$ cat config.mk
export PLATFORM = sky130hd
export DESIGN_NAME = wb_region_decoder_flat
export DESIGN_NICKNAME = d
export VERILOG_FILES = /design/src/rtl/wb_region_decoder_if.sv /design/src/rtl/wb_region_decoder.sv /design/src/flat_wrapper.sv
export SDC_FILE = /design/constraint.sdc
export NUM_CORES = 1
export LEC_CHECK = 0
export BUFFER_PORTS_ARGS = -buffer_cell sky130_fd_sc_hd__buf_2
export CORE_AREA = 5 5 77 79
export CTS_BUF_LIST = sky130_fd_sc_hd__clkbuf_8
export CTS_CLUSTER_DIAMETER = 40
export CTS_CLUSTER_SIZE = 20
export DETAILED_ROUTE_END_ITERATION = 10
export DIE_AREA = 0 0 82 84
export PLACE_DENSITY = 0.76
export SLEW_MARGIN = 0
export SYNTH_ARGS = -nofsm -noshare
export SYNTH_HDL_FRONTEND = slang
export SYNTH_SLANG_ARGS = --single-unit
$ cat constraint.sdc
create_clock -name wb_clk_i -period 3.55 [get_ports wb_clk_i]
set_input_delay 0.1775 -clock wb_clk_i [delete_from_list [all_inputs] [get_ports wb_clk_i]]
set_output_delay 0.1775 -clock wb_clk_i [all_outputs]
set_load 0.01 [all_outputs]
$ cat src/rtl/wb_region_decoder_if.sv
// rtl/wb_region_decoder_if.sv - Wishbone slave-window bus between the Caravel master and the region decoder
interface wb_region_decoder_if #(
    parameter int ADDR_W = 32
) ();
    logic              wbs_cyc_i;
    logic              wbs_stb_i;
    logic              wbs_we_i;
    logic [ADDR_W-1:0] wbs_adr_i;
    logic              wbs_ack_o;
    logic              wbs_err_o;

    modport master (
        output wbs_cyc_i, wbs_stb_i, wbs_we_i, wbs_adr_i,
        input  wbs_ack_o, wbs_err_o
    );

    modport slave (
        input  wbs_cyc_i, wbs_stb_i, wbs_we_i, wbs_adr_i,
        output wbs_ack_o, wbs_err_o
    );
endinterface

$ cat src/rtl/wb_region_decoder.sv
// rtl/wb_region_decoder.sv - registered Wishbone region decoder for the neuron core window
// Optional WAIT timeout is built when ADDR_DEC_TIMEOUT_EN is defined.
module wb_region_decoder #(
    parameter int                  ADDR_W      = 32,
    parameter logic [ADDR_W-1:0]   BASE_ADDR   = 32'h3000_0000,
    parameter int                  SEL_HI      = 15,
    parameter int                  SEL_W       = 2,
    parameter int                  IDX_W       = 8,
    parameter logic [5*(2**SEL_W)-1:0] IDX_LSB_VEC = {5'd0, 5'd0, 5'd4, 5'd0},
    parameter int                  TIMEOUT_CYC = 255
) (
    input  logic                  wb_clk_i,
    input  logic                  wb_rst_n_i,
    wb_region_decoder_if.slave    wbs,
    input  logic [2**SEL_W-1:0]   region_en_i,
    input  logic [2**SEL_W-1:0]   slv_ack_i,
    output logic [2**SEL_W-1:0]   sel_o,
    output logic [SEL_W-1:0]      region_o,
    output logic [IDX_W-1:0]      idx_o,
    output logic                  we_o,
    output logic                  req_o,
    output logic                  busy_o
);

    localparam int NUM_REG = 2**SEL_W;
    localparam int TAG_LSB = SEL_HI + 1;

    if (SEL_HI >= ADDR_W - 1 || SEL_HI + 1 < SEL_W || IDX_W < 1 || TIMEOUT_CYC < 1) begin : g_cfg_err
        $error("wb_region_decoder: inconsistent parameter set");
    end

    typedef enum logic [1:0] {
        S_IDLE,
        S_DECODE,
        S_WAIT,
        S_RESP
    } state_t;

    state_t            state;
    logic [ADDR_W-1:0] adr_q;
    logic              we_q;

    logic [SEL_W-1:0]        dec_region;
    logic                    dec_base_hit;
    logic                    dec_hit;
    logic [4:0]              dec_lsb;
    logic [ADDR_W+IDX_W-1:0] adr_ext;
    logic [IDX_W-1:0]        dec_idx;
    logic [NUM_REG-1:0]      dec_onehot;
    logic                    slv_ack_sel;
    logic                    timeout_hit;

    // Decode works on the latched address so the master may change adr after acceptance.
    assign dec_region   = adr_q[SEL_HI -: SEL_W];
    assign dec_base_hit = (adr_q[ADDR_W-1:TAG_LSB] == BASE_ADDR[ADDR_W-1:TAG_LSB]);
    assign dec_hit      = dec_base_hit & region_en_i[dec_region];
    assign dec_lsb      = IDX_LSB_VEC[dec_region*5 +: 5];
    // Zero padding above the MSB makes index bits beyond the address read as 0.
    assign adr_ext      = {{IDX_W{1'b0}}, adr_q};
    assign dec_idx      = IDX_W'(adr_ext >> dec_lsb);
    assign dec_onehot   = NUM_REG'(1) << dec_region;
    assign slv_ack_sel  = slv_ack_i[region_o];

`ifdef ADDR_DEC_TIMEOUT_EN
    localparam int CNT_W = $clog2(TIMEOUT_CYC + 1);

    logic [CNT_W-1:0] wait_cnt;

    always_ff @(posedge wb_clk_i or negedge wb_rst_n_i) begin
        if (!wb_rst_n_i) begin
            wait_cnt <= '0;
        end else if (state != S_WAIT) begin
            wait_cnt <= '0;
        end else begin
            wait_cnt <= wait_cnt + 1'b1;
        end
    end

    assign timeout_hit = (wait_cnt == CNT_W'(TIMEOUT_CYC - 1));
`else
    assign timeout_hit = 1'b0;
`endif

    always_ff @(posedge wb_clk_i or negedge wb_rst_n_i) begin
        if (!wb_rst_n_i) begin
            state         <= S_IDLE;
            adr_q         <= '0;
            we_q          <= 1'b0;
            sel_o         <= '0;
            region_o      <= '0;
            idx_o         <= '0;
            we_o          <= 1'b0;
            req_o         <= 1'b0;
            busy_o        <= 1'b0;
            wbs.wbs_ack_o <= 1'b0;
            wbs.wbs_err_o <= 1'b0;
        end else begin
            req_o         <= 1'b0;
            wbs.wbs_ack_o <= 1'b0;
            wbs.wbs_err_o <= 1'b0;
            case (state)
                S_IDLE: begin
                    if (wbs.wbs_cyc_i && wbs.wbs_stb_i) begin
                        adr_q  <= wbs.wbs_adr_i;
                        we_q   <= wbs.wbs_we_i;
                        busy_o <= 1'b1;
                        state  <= S_DECODE;
                    end
                end
                S_DECODE: begin
                    if (!wbs.wbs_cyc_i) begin
                        busy_o <= 1'b0;
                        state  <= S_IDLE;
                    end else if (dec_hit) begin
                        sel_o    <= dec_onehot;
                        region_o <= dec_region;
                        idx_o    <= dec_idx;
                        we_o     <= we_q;
                        req_o    <= 1'b1;
                        state    <= S_WAIT;
                    end else begin
                        wbs.wbs_err_o <= 1'b1;
                        state         <= S_RESP;
                    end
                end
                S_WAIT: begin
                    // Abort outranks a same-cycle slave ack, and ack outranks timeout.
                    if (!wbs.wbs_cyc_i) begin
                        sel_o  <= '0;
                        busy_o <= 1'b0;
                        state  <= S_IDLE;
                    end else if (slv_ack_sel) begin
                        sel_o         <= '0;
                        wbs.wbs_ack_o <= 1'b1;
                        state         <= S_RESP;
                    end else if (timeout_hit) begin
                        sel_o         <= '0;
                        wbs.wbs_err_o <= 1'b1;
                        state         <= S_RESP;
                    end
                end
                S_RESP: begin
                    busy_o <= 1'b0;
                    state  <= S_IDLE;
                end
                default: begin
                    sel_o  <= '0;
                    busy_o <= 1'b0;
                    state  <= S_IDLE;
                end
            endcase
        end
    end

endmodule
$ cat src/flat_wrapper.sv
// flat-port wrapper written by rule: the top's interface ports become plain ports
module wb_region_decoder_flat 
#(
    parameter int                  ADDR_W      = 32,
    parameter logic [ADDR_W-1:0]   BASE_ADDR   = 32'h3000_0000,
    parameter int                  SEL_HI      = 15,
    parameter int                  SEL_W       = 2,
    parameter int                  IDX_W       = 8,
    parameter logic [5*(2**SEL_W)-1:0] IDX_LSB_VEC = {5'd0, 5'd0, 5'd4, 5'd0},
    parameter int                  TIMEOUT_CYC = 255
)
  (wb_clk_i, wb_rst_n_i, region_en_i, slv_ack_i, sel_o, region_o, idx_o, we_o, req_o, busy_o, wbs_wbs_cyc_i, wbs_wbs_stb_i, wbs_wbs_we_i, wbs_wbs_adr_i, wbs_wbs_ack_o, wbs_wbs_err_o);
  wb_region_decoder_if #(.ADDR_W(ADDR_W)) wbs_i ();
  input  logic wb_clk_i;
  input  logic wb_rst_n_i;
  input  logic [2**SEL_W-1:0] region_en_i;
  input  logic [2**SEL_W-1:0] slv_ack_i;
  output logic [2**SEL_W-1:0] sel_o;
  output logic [SEL_W-1:0] region_o;
  output logic [IDX_W-1:0] idx_o;
  output logic we_o;
  output logic req_o;
  output logic busy_o;
  input wire logic [$bits(wbs_i.wbs_cyc_i)-1:0] wbs_wbs_cyc_i;
  input wire logic [$bits(wbs_i.wbs_stb_i)-1:0] wbs_wbs_stb_i;
  input wire logic [$bits(wbs_i.wbs_we_i)-1:0] wbs_wbs_we_i;
  input wire logic [$bits(wbs_i.wbs_adr_i)-1:0] wbs_wbs_adr_i;
  output wire logic [$bits(wbs_i.wbs_ack_o)-1:0] wbs_wbs_ack_o;
  output wire logic [$bits(wbs_i.wbs_err_o)-1:0] wbs_wbs_err_o;
  assign wbs_i.wbs_cyc_i = wbs_wbs_cyc_i;
  assign wbs_i.wbs_stb_i = wbs_wbs_stb_i;
  assign wbs_i.wbs_we_i = wbs_wbs_we_i;
  assign wbs_i.wbs_adr_i = wbs_wbs_adr_i;
  assign wbs_wbs_ack_o = wbs_i.wbs_ack_o;
  assign wbs_wbs_err_o = wbs_i.wbs_err_o;
  wb_region_decoder #(.ADDR_W(ADDR_W), .BASE_ADDR(BASE_ADDR), .SEL_HI(SEL_HI), .SEL_W(SEL_W), .IDX_W(IDX_W), .IDX_LSB_VEC(IDX_LSB_VEC), .TIMEOUT_CYC(TIMEOUT_CYC)) u_core (.wb_clk_i(wb_clk_i), .wb_rst_n_i(wb_rst_n_i), .wbs(wbs_i), .region_en_i(region_en_i), .slv_ack_i(slv_ack_i), .sel_o(sel_o), .region_o(region_o), .idx_o(idx_o), .we_o(we_o), .req_o(req_o), .busy_o(busy_o));
endmodule
* Word level (Yosys, flattened, before mapping)
Cells that the tools add are included.
Cells by class: div/mod/pow operators 0, $add $sub $neg 0, reductions and logical operators 9, equal/unequal tests 9, bitwise gates (word level) 1, shift-type cells 3, multiply operators 1, $lt $le $gt $ge 2, muxes and demuxes 27
Operator list (count):
- $shr 32x5->8 | 1
- $shiftx 20x6->5 const A | 1
- $eq 16x14->1 const B | 1
- $mux 4 | 4
- $mux 1 | 14
- $mux 2 | 4
- $pmux 2 s4 | 1
- $pmux 4 s2 | 1
- $lt 2x3->1 const B | 2
- $reduce_and 2->1 | 3
- $mul 2x3->5 const B | 1
- $bmux 1 s2 | 2
- $eq 2x2->1 const B | 2
- $ne 2x1->1 const B | 2
- $ne 2x2->1 const B | 2
- $reduce_and 4->1 | 1
- $shl 1x2->4 const A | 1
- $ne 3x2->1 const B | 1
- $pmux 1 s3 | 1
- $reduce_and 3->1 | 1
- $eq 2x1->1 const B | 1
- $logic_not 2->1 | 1
- $reduce_bool 2->1 | 1
- $reduce_or 2->1 | 1
- 2 further kinds | 2
Storage, ports and cells: output and inout port bits 19, RAM bits 0, memories kept 0, register bits 54, logic and storage cells 63, bits in latches 0, ROM bits 0

* Depth between registers and ports, before layout
Gate-level depths: netlist of the first run.
depth in word-level cells 6, gate-level depth with buffers 7

* Least setup slack after synthesis of the first run
No wires, ideal clock.
kind flip-flop to flip-flop, from reg u_core.adr_q[16], to reg u_core.sel_o[1], arrival 1640 ps, path buffers 1, cell stages (with the launch flop) 7, slack 1786 ps, library setup time 123 ps, path through dfrtp_1 -> nor4_1 -> nand4_1 -> a2111oi_4 -> buf_6 -> mux2i_1 -> o2bb2ai_1
Between the ends: longest elaborated chain between the ends 4
Ends and longest elaborated chain:
- from (decl) | line wb_region_decoder.sv:40 | logic [ADDR_W-1:0] adr_q;
- from (signal assigned) | line wb_region_decoder.sv:104 | adr_q <= wbs.wbs_adr_i;
- $eq 16x14->1 | line wb_region_decoder.sv:55 | assign dec_base_hit = (adr_q[ADDR_W-1:TAG_LSB] == BASE_ADDR[ADDR_W-1:TAG_LSB]);
- $and 1x1->1 | line wb_region_decoder.sv:56 | assign dec_hit = dec_base_hit & region_en_i[dec_region];
- $ne 2x1->1 (no source line)
- $reduce_and 4->1 (no source line)
- to (signal assigned) | line wb_region_decoder.sv:115 | sel_o <= dec_onehot;
- to (decl) | line wb_region_decoder.sv:17 | output logic [2**SEL_W-1:0] sel_o,
No other way between the ends. A chain may end at the register's enable or synchronous reset.

* Final worst setup path of the first run
from reg u_core.adr_q[17], to reg u_core.idx_o[7]
Between the ends: longest elaborated chain between the ends 3
Ends and longest elaborated chain:
- $eq 16x14->1 | line wb_region_decoder.sv:55
- $and 1x1->1 | line wb_region_decoder.sv:56
- $reduce_and 3->1 (no source line)
- to (signal assigned) | line wb_region_decoder.sv:117 | idx_o <= dec_idx;
- to (decl) | line wb_region_decoder.sv:19 | output logic [IDX_W-1:0] idx_o,
Several ways; a longest one is shown, not always the timed one.

==> flow_metrics.tcl, run 1 <==
set metrics [dict create \
    period_needed_ns 2.228 \
    grt_pass1_wl_um 7383 \
    power.total_mw 1.837 \
    layout_commonest_cell "buf_2" \
    cts_setup_buffers 0 \
    drt_pass1_iterations 4 \
    drv_slew 0 \
    cpPeakStageDelay_ns 0.69 \
    fin_crit_sh 0.6276 \
    n_fill_cell 476 \
    drt_iter0_drc 42 \
    cts_resized 0 \
    path_class "reg -> reg" \
    routed_via_density 4.881 \
    syn2layout_area_growth_pct 20.49 \
    synth-simple-area-share 0.06514 \
    vias 1479 \
    pwr-share-comb 0.302 \
    die-height_um 84 \
    synth_adder_area_share 0.01670 \
    dieArea_sq_um 6888 \
    grt_max_degree 53 \
    syn-cell-area_sq_um 2247 \
    synth_top_area_share 0.5791 \
    finalHoldWorstSlack_ns -0.02772 \
    yosysTopAreaCell "dfrtp_1" \
    tns_ns 0 \
    htreeDepth 2 \
    postCtsHoldBufs 0 \
    clock_sinks 52 \
    vdd_drop_max_mv 0.3346 \
    clock.fmax_mhz 448.9 \
    endpoint_kind "flip-flop" \
    grt_antenna_before_repair 1 \
    grt_overflow 0 \
    synthXorXnorAreaFrac 0 \
    wl_per_cell_um 14.02 \
    cts_buffers 5 \
    async_flop_share 1.000 \
    pre_cts_ws_ns 1.304 \
    cp.arrival_ns 2.43 \
    synth_top_family_by_area "multiplexers" \
    ios 64 \
    cts_tree "done" \
    yosys_warnings 0 \
    routed_wirelength_um 4248 \
    synth_nets 215 \
    synth-seq-cells 52 \
    swShare 0.3065 \
    synth_edf_count 0 \
    start_kind "flip-flop" \
    crit_fanout 14 \
    crit_slowest_cell "a2111oi_4" \
    critPathRequiredTime_ns 3.76 \
    cts.path.max_buffers 2 \
    routabilityCongestion 0.7838 \
    core_region_area_sq_um 5270 \
    violations "hold timing" \
    postRouteAntennaNets 0 \
    track_usage 0.1376 \
    grt_setup_unrepaired "false" \
    setup_violations 0 \
    p_int_mw 1.274 \
    dp_hpwl_um 3137 \
    num_rows 27 \
    yosysUniqueCellTypes 29 \
    nNetsFinal 278 \
    cts_root_buf "clkbuf_8" \
    clk_pin_slew_worst_paths_ns 0.09 \
    stdcell_count 303 \
    grt_pass1_vias 1573 \
    power_frac_clock 0.185 \
    clock_latency_ns 0.29 \
    crit_chain "nor4_1 > nand4_1 > a2111oi_4 > buf_4 > nor2_1 > a21oi_1" \
    synthMuxAreaShare 0.2339 \
    worstMarginPinSlew_ns 1.114 \
    antennaDiodeCount 0 \
    p_leak_nw 1.295 \
    hold_viol 20 \
    port_buffers 61 \
    avgSynthCellArea_sq_um 13.46 \
    max_cap_violations 0 \
    final.setup_skew_ns 0.006789 \
    p_sw_mw 0.5629 \
    power_density_nw_per_um2 678.3 \
    reg2reg_slack_ns 1.32 \
    synth_compound_area_frac 0.07461 \
    pwr-share-seq 0.513 \
    drive_above_1_share 0.4719 \
    mostFrequentLayoutCells "61 x buf_2, 52 x dfrtp_1, 34 x mux2_2" \
    netlist_top_cells_area "dfrtp_1 58%, mux2_2 17%, mux2i_1 5.3%, nor2_1 2.2%, a21oi_1 2.0%" \
    synth_ff_type "dfrtp_1" \
    netlist_instances 167 \
    place_inst 295 \
    layout_setup_ws_ns 1.322 \
    hold_class "in -> async" \
    drc 0 \
    start_util 0.4264 \
    max-slew-margin-rel 0.2559 \
    die_w_um 82 \
    yosysSeqAreaShare 0.5791 \
    status "finished, violations left" \
]
[stage by stage]
stage / instance area (sq um) / util
2_1_floorplan: 2247 / -
3_3_place_gp: 2615 / 0.4962
3_5_place_dp: 2615 / 0.4962
4_1_cts: 2708 / 0.5138
5_1_grt: 2708 / 0.5138
6_report: 2708 / 0.5138
[cell type report]
cell class	count	area, sq um	area share
Multi-Input combinational cell	102	877.1	0.3239
Clock buffer	6	82.58	0.03050
Timing Repair Buffer	64	327.8	0.1211
Sequential cell	52	1301	0.4806
Tap cell	72	90.09	0.03327
Clock inverter	2	10.01	0.003697
Inverter	5	18.77	0.006932
[flip-flops by register name, summed over array words and instances, names as in the netlist, 2 cells and up]
signal           cells
u_core.state         2
u_core.adr_q        30
u_core.idx_o         8
u_core.sel_o         4
u_core.region_o      2
[final timing paths]
| check | startpoint | endpoint | cells after the start |
|---|---|---|---|
| setup / recovery | u_core.adr_q[17]$_DFFE_PN0P_ | u_core.idx_o[7]$_DFFE_PN0P_ | 6 |
| hold / removal | wb_rst_n_i | u_core.wbs.wbs_err_o$_DFF_PN0_ | 2 |
| setup reg to reg | u_core.adr_q[17]$_DFFE_PN0P_ | u_core.idx_o[7]$_DFFE_PN0P_ | 6 |
| hold reg to reg | u_core.adr_q[2]$_DFFE_PN0P_ | u_core.adr_q[2]$_DFFE_PN0P_ | 1 |
| max in group asynchronous | wb_rst_n_i | u_core.adr_q[24]$_DFFE_PN0P_ | 2 |
| min in group wb_clk_i | wbs_wbs_adr_i[14] | u_core.adr_q[14]$_DFFE_PN0P_ | 2 |
[layer usage]
layer  vias to the layer above  wire [um]  GRT usage
met4                         2         35    0.02719
li1                        720          -          -
met2                        36       2094     0.2219
met5                         -         13          0
met1                       715       1844     0.1780
met3                         6        260    0.04752
[Yosys cell counts (all sizes together), types with 2 or more instances]
| cell type | n |
|---|---|
| mux2 | 34 |
| nand2 | 6 |
| nor4 | 3 |
| inv | 5 |
| mux2i | 12 |
| o2bb2ai | 3 |
| buf | 8 |
| nor2 | 13 |
| a211oi | 2 |
| ha | 3 |
| nor2b | 4 |
| a21oi | 9 |
| dfrtp | 52 |
[logic make-up after synthesis]
family                   count (synthesis)
buffers and inverters                   13
adder cells (fa/ha/maj)                  3
multiplexers                            47
flip-flops                              52
AO/OA/AOI/OAI                           22
AND/OR/NAND/NOR                         30
[worst max-delay path, delay by kind of cell, from the launching register on]
family | cells | cell delay [ns]
AND/OR/NAND/NOR | 3 | 0.59
buffers and inverters | 1 | 0.32
AO/OA/AOI/OAI | 2 | 0.84
flip-flops | 1 | 0.38
[power by group through the flow]
| stage | Combinational (mW) | Clock (mW) | Sequential, mW |
|---|---|---|---|
| after floorplan | 0.464 | 0 | 0.905 |
| after global placement | 0.544 | 0 | 0.946 |
| after global routing | 0.626 | 0.382 | 0.972 |
| after CTS | 0.565 | 0.353 | 0.946 |
| after detailed placement | 0.563 | 0 | 0.958 |
| final | 0.554 | 0.339 | 0.943 |
(Power assumes the default switching activity.)
==> run 2: changes to the inputs <==
--- a/config.mk
+++ b/config.mk
@@ -5,14 +5,15 @@
 export SDC_FILE = /design/constraint.sdc
 export NUM_CORES = 1
 export LEC_CHECK = 0
+export ABC_AREA = 1
 export BUFFER_PORTS_ARGS = -buffer_cell sky130_fd_sc_hd__buf_2
-export CORE_AREA = 5 5 77 79
+export CORE_AREA = 5 5 79 81
 export CTS_BUF_LIST = sky130_fd_sc_hd__clkbuf_8
 export CTS_CLUSTER_DIAMETER = 40
 export CTS_CLUSTER_SIZE = 20
 export DETAILED_ROUTE_END_ITERATION = 10
-export DIE_AREA = 0 0 82 84
-export PLACE_DENSITY = 0.76
+export DIE_AREA = 0 0 84 86
+export PLACE_DENSITY = 0.78
 export SLEW_MARGIN = 0
 export SYNTH_ARGS = -nofsm -noshare
 export SYNTH_HDL_FRONTEND = slang
==> constraint.sdc (replaced) <==
create_clock -name wb_clk_i -period 1.9 [get_ports wb_clk_i]
set_input_delay 0.095 -clock wb_clk_i [delete_from_list [all_inputs] [get_ports wb_clk_i]]
set_output_delay 0.095 -clock wb_clk_i [all_outputs]
set_load 0.01 [all_outputs]
==> run 2 against run 1 <==
Compared with the run above: the flow now finishes without violations; routed wire length up 9.3%; final cell count up 27%; register-to-register slack worse by 1.0 ns; worst hold slack better by 0.047 ns; core utilization up 3.3 points; combinational power up 120%; synthesized cell count up 43%; critical endpoint is now u_core.we_o$_DFFE_PN0P_; largest cell class unchanged.
==> flow_metrics.tcl, run 2 <==
set metrics [dict create \
    cts_setup_buffers 0 \
    cp_top_family "buffers and inverters" \
    dp_hpwl_um 3414 \
    final.setup_skew_ns 0.004354 \
    largest_reg_flops 30 \
    critPathRequiredTime_ns 2.09 \
    clock_latency_ns 0.30 \
    track_usage 0.1383 \
    p_leak_nw 1.574 \
    pre_cts_ws_ns 0.3089 \
    vias 1773 \
    path_class "reg -> reg" \
    cpPeakStageDelay_ns 0.44 \
    synth_nets 286 \
    nNetsFinal 359 \
    grt_pass1_vias 1854 \
    htreeDepth 2 \
    endpoint_kind "flip-flop" \
    swShare 0.3401 \
    hold_class "in -> reg" \
    cts_resized 0 \
    synth_edf_count 0 \
    n_fill_cell 514 \
    port_buffers 61 \
    drt_pass1_iterations 4 \
    cts.path.max_buffers 2 \
    dieArea_sq_um 7224 \
    postRouteAntennaNets 0 \
    die_w_um 84 \
    core_region_area_sq_um 5405 \
    layout_setup_ws_ns 0.2943 \
    ff2ff_path_depth 11 \
    mostFrequentLayoutCells "61 x buf_2, 52 x dfrtp_1, 40 x nand2_1" \
    top_regs "u_core.adr_q: 30 flops, u_core.idx_o: 8 flops, u_core.sel_o: 4 flops" \
    reg2reg_slack_ns 0.29 \
    setup_violations 0 \
    p_sw_mw 1.247 \
    start_kind "flip-flop" \
    hold_viol 0 \
    power_frac_clock 0.202 \
    grt_antenna_before_repair 0 \
    worst-path-buf-inv 4 \
    r2r_start "u_core.adr_q[15]$_DFFE_PN0P_" \
    tns_ns 0 \
    grt_setup_unrepaired "false" \
    syn2layout_area_growth_pct 25.88 \
    die-height_um 86 \
    synth_most_common_cell "dfrtp_1" \
    synth_ff_type "dfrtp_1" \
    routabilityCongestion 0.7905 \
    fin_crit_sh 0.8451 \
    pwr-share-seq 0.462 \
    cts_buffers 5 \
    grt_max_degree 49 \
    top_register "u_core.adr_q" \
    vdd_drop_max_mv 0.7211 \
    drc 0 \
    yosysTopAreaCell "dfrtp_1" \
    yosysSeqAreaShare 0.5538 \
    routed_wirelength_um 4642 \
    worstMarginPinSlew_ns 0.5961 \
    status "complete, no violations" \
    yosys-top-cells-count "52 x dfrtp_1, 40 x nand2_1, 26 x nor2_1, 22 x inv_1, 20 x a21oi_1" \
    async_flop_share 1.000 \
    cts_root_buf "clkbuf_8" \
    netlist_instances 238 \
    drive_above_1_share 0.3173 \
    cp.arrival_ns 1.80 \
    clk_pin_slew_worst_paths_ns 0.09 \
    start_util 0.4347 \
    crit_chain "inv_2 > nand3b_1 > nand2_1 > nor2_2 > inv_2 > nor2_2 > nand2_2 > buf_4 > clkinv_1 > nand2_1 > nand2_1" \
    min_to "u_core.adr_q[9]$_DFFE_PN0P_" \
    synth_top_area_share 0.5538 \
    ios 64 \
    grt_pass1_wl_um 8045 \
    max_cap_violations 0 \
    netlist_top_cells_area "dfrtp_1 55%, mux2_1 7.2%, nand2_1 6.4%, a21oi_1 4.3%, nor2_1 4.2%" \
    syn-cell-area_sq_um 2350 \
    synth-seq-cells 52 \
    crit_slowest_cell "dfrtp_1" \
    max-slew-margin-rel 0.6026 \
    hold_depth 2 \
    clock.fmax_mhz 622.8 \
    cts_tree "done" \
    cp_common_cell "nand2_1" \
    antennaDiodeCount 0 \
    layout_commonest_cell "buf_2" \
    yosysUniqueCellTypes 24 \
    clock_sinks 52 \
    routed_via_density 4.617 \
    power.total_mw 3.668 \
    seq_area_sq_um 1301 \
    pwr-share-comb 0.336 \
    drv_slew 0 \
    min_from "wbs_wbs_adr_i[9]" \
    yosys_warnings 0 \
    grt_overflow 0 \
    avgSynthCellArea_sq_um 9.873 \
    p_int_mw 2.421 \
    crit_fanout 22 \
    reg2reg_to "u_core.we_o$_DFFE_PN0P_" \
    multi_input_area_sq_um 900.9 \
    num_rows 27 \
    drt_iter0_drc 73 \
    wl_per_cell_um 12.09 \
    power_density_nw_per_um2 1240 \
    period_needed_ns 1.606 \
]
run 2: cell count changes in the layout (fill, tap and decap cells not counted), moves of 5 or more:
cell	previous run	this run
inv_1	5	22
mux2_2	34	0
nand2_1	6	40
nand2_2	0	10
o21ai_2	0	10
mux2_1	0	15
dlygate4sd3_1	0	10
nor2_1	13	26
nand3_1	1	6
a21oi_1	9	20
run 2: worst max path at each step:
stage                                 startpoint                           end  slack (ns)  cells after the start
global placement    u_core.adr_q[14]$_DFFE_PN0P_       u_core.we_o$_DFFE_PN0P_        0.34                     11
finish              u_core.adr_q[15]$_DFFE_PN0P_       u_core.we_o$_DFFE_PN0P_        0.29                     11
detailed placement  u_core.adr_q[14]$_DFFE_PN0P_       u_core.we_o$_DFFE_PN0P_        0.31                     11
floorplan            u_core.state[0]$_DFFE_PN0P_  u_core.adr_q[26]$_DFFE_PN0P_        0.42                      7
global route        u_core.adr_q[14]$_DFFE_PN0P_       u_core.we_o$_DFFE_PN0P_        0.13                     11
CTS                 u_core.adr_q[14]$_DFFE_PN0P_       u_core.we_o$_DFFE_PN0P_        0.29                     11
run 2: power groups by stage:
stage	registers, mW	logic (mW)	clock network (mW)
3_3_place_gp	1.70	1.19	0
5_1_grt	1.74	1.43	0.809
3_5_place_dp	1.72	1.23	0
2_1_floorplan	1.68	0.948	0
6_report	1.69	1.23	0.740
4_1_cts	1.70	1.25	0.766
run 2: kinds of logic (layout without fill, tap and decap cells):
| group | Yosys count | count (layout) | synth area share |
|---|---|---|---|
| DFF | 52 | 52 | 0.5538 |
| adders and majority gates | 3 | 3 | 0.01598 |
| buffers and inverters | 35 | 109 | 0.06496 |
| and+or+nand+nor | 91 | 91 | 0.1683 |
| muxes | 23 | 23 | 0.1060 |
| AOI/OAI and AO/OA | 34 | 34 | 0.09106 |
run 2: cell type report:
cell class / count / area share
sequential: 52 / 0.4399
multi-input combinational: 151 / 0.3046
timing repair buffer: 74 / 0.1531
inverter: 27 / 0.03426
tap: 72 / 0.03046
clock buffer: 5 / 0.02327
clock inverter: 3 / 0.01438
run 2: through the flow:
stage,cells,utilization,instance area (sq um),hold WS (ns)
final,384,0.5472,2958,0.01894
after global routing,384,0.5472,2958,0.0009041
after CTS,382,0.5435,2938,0.0001710
after detailed placement,366,0.5081,2746,0.1384
after global placement,366,0.5081,2746,0.1332
after floorplan,238,-,2350,-0.2006
run 2: routing by layer:
layer	up-vias	wire [um]	track usage
met5	-	0	0
met4	0	106	0.05702
met3	8	257	0.04035
met2	50	2269	0.2350
met1	812	2009	0.1647
li1	903	-	-
run 2: worst register-to-register path: cells and delay by family, from the launching register on:
kind / cells / cell delay, ns
AND/OR/NAND/NOR: 7 / 0.44
flip-flops: 1 / 0.44
buffers and inverters: 4 / 0.65
run 2: repair_timing:
action                                 4_1_cts  5_1_grt
hold buffers                                 8        2
setup endpoints to repair                    0        0
endpoints found under the hold margin       32        2
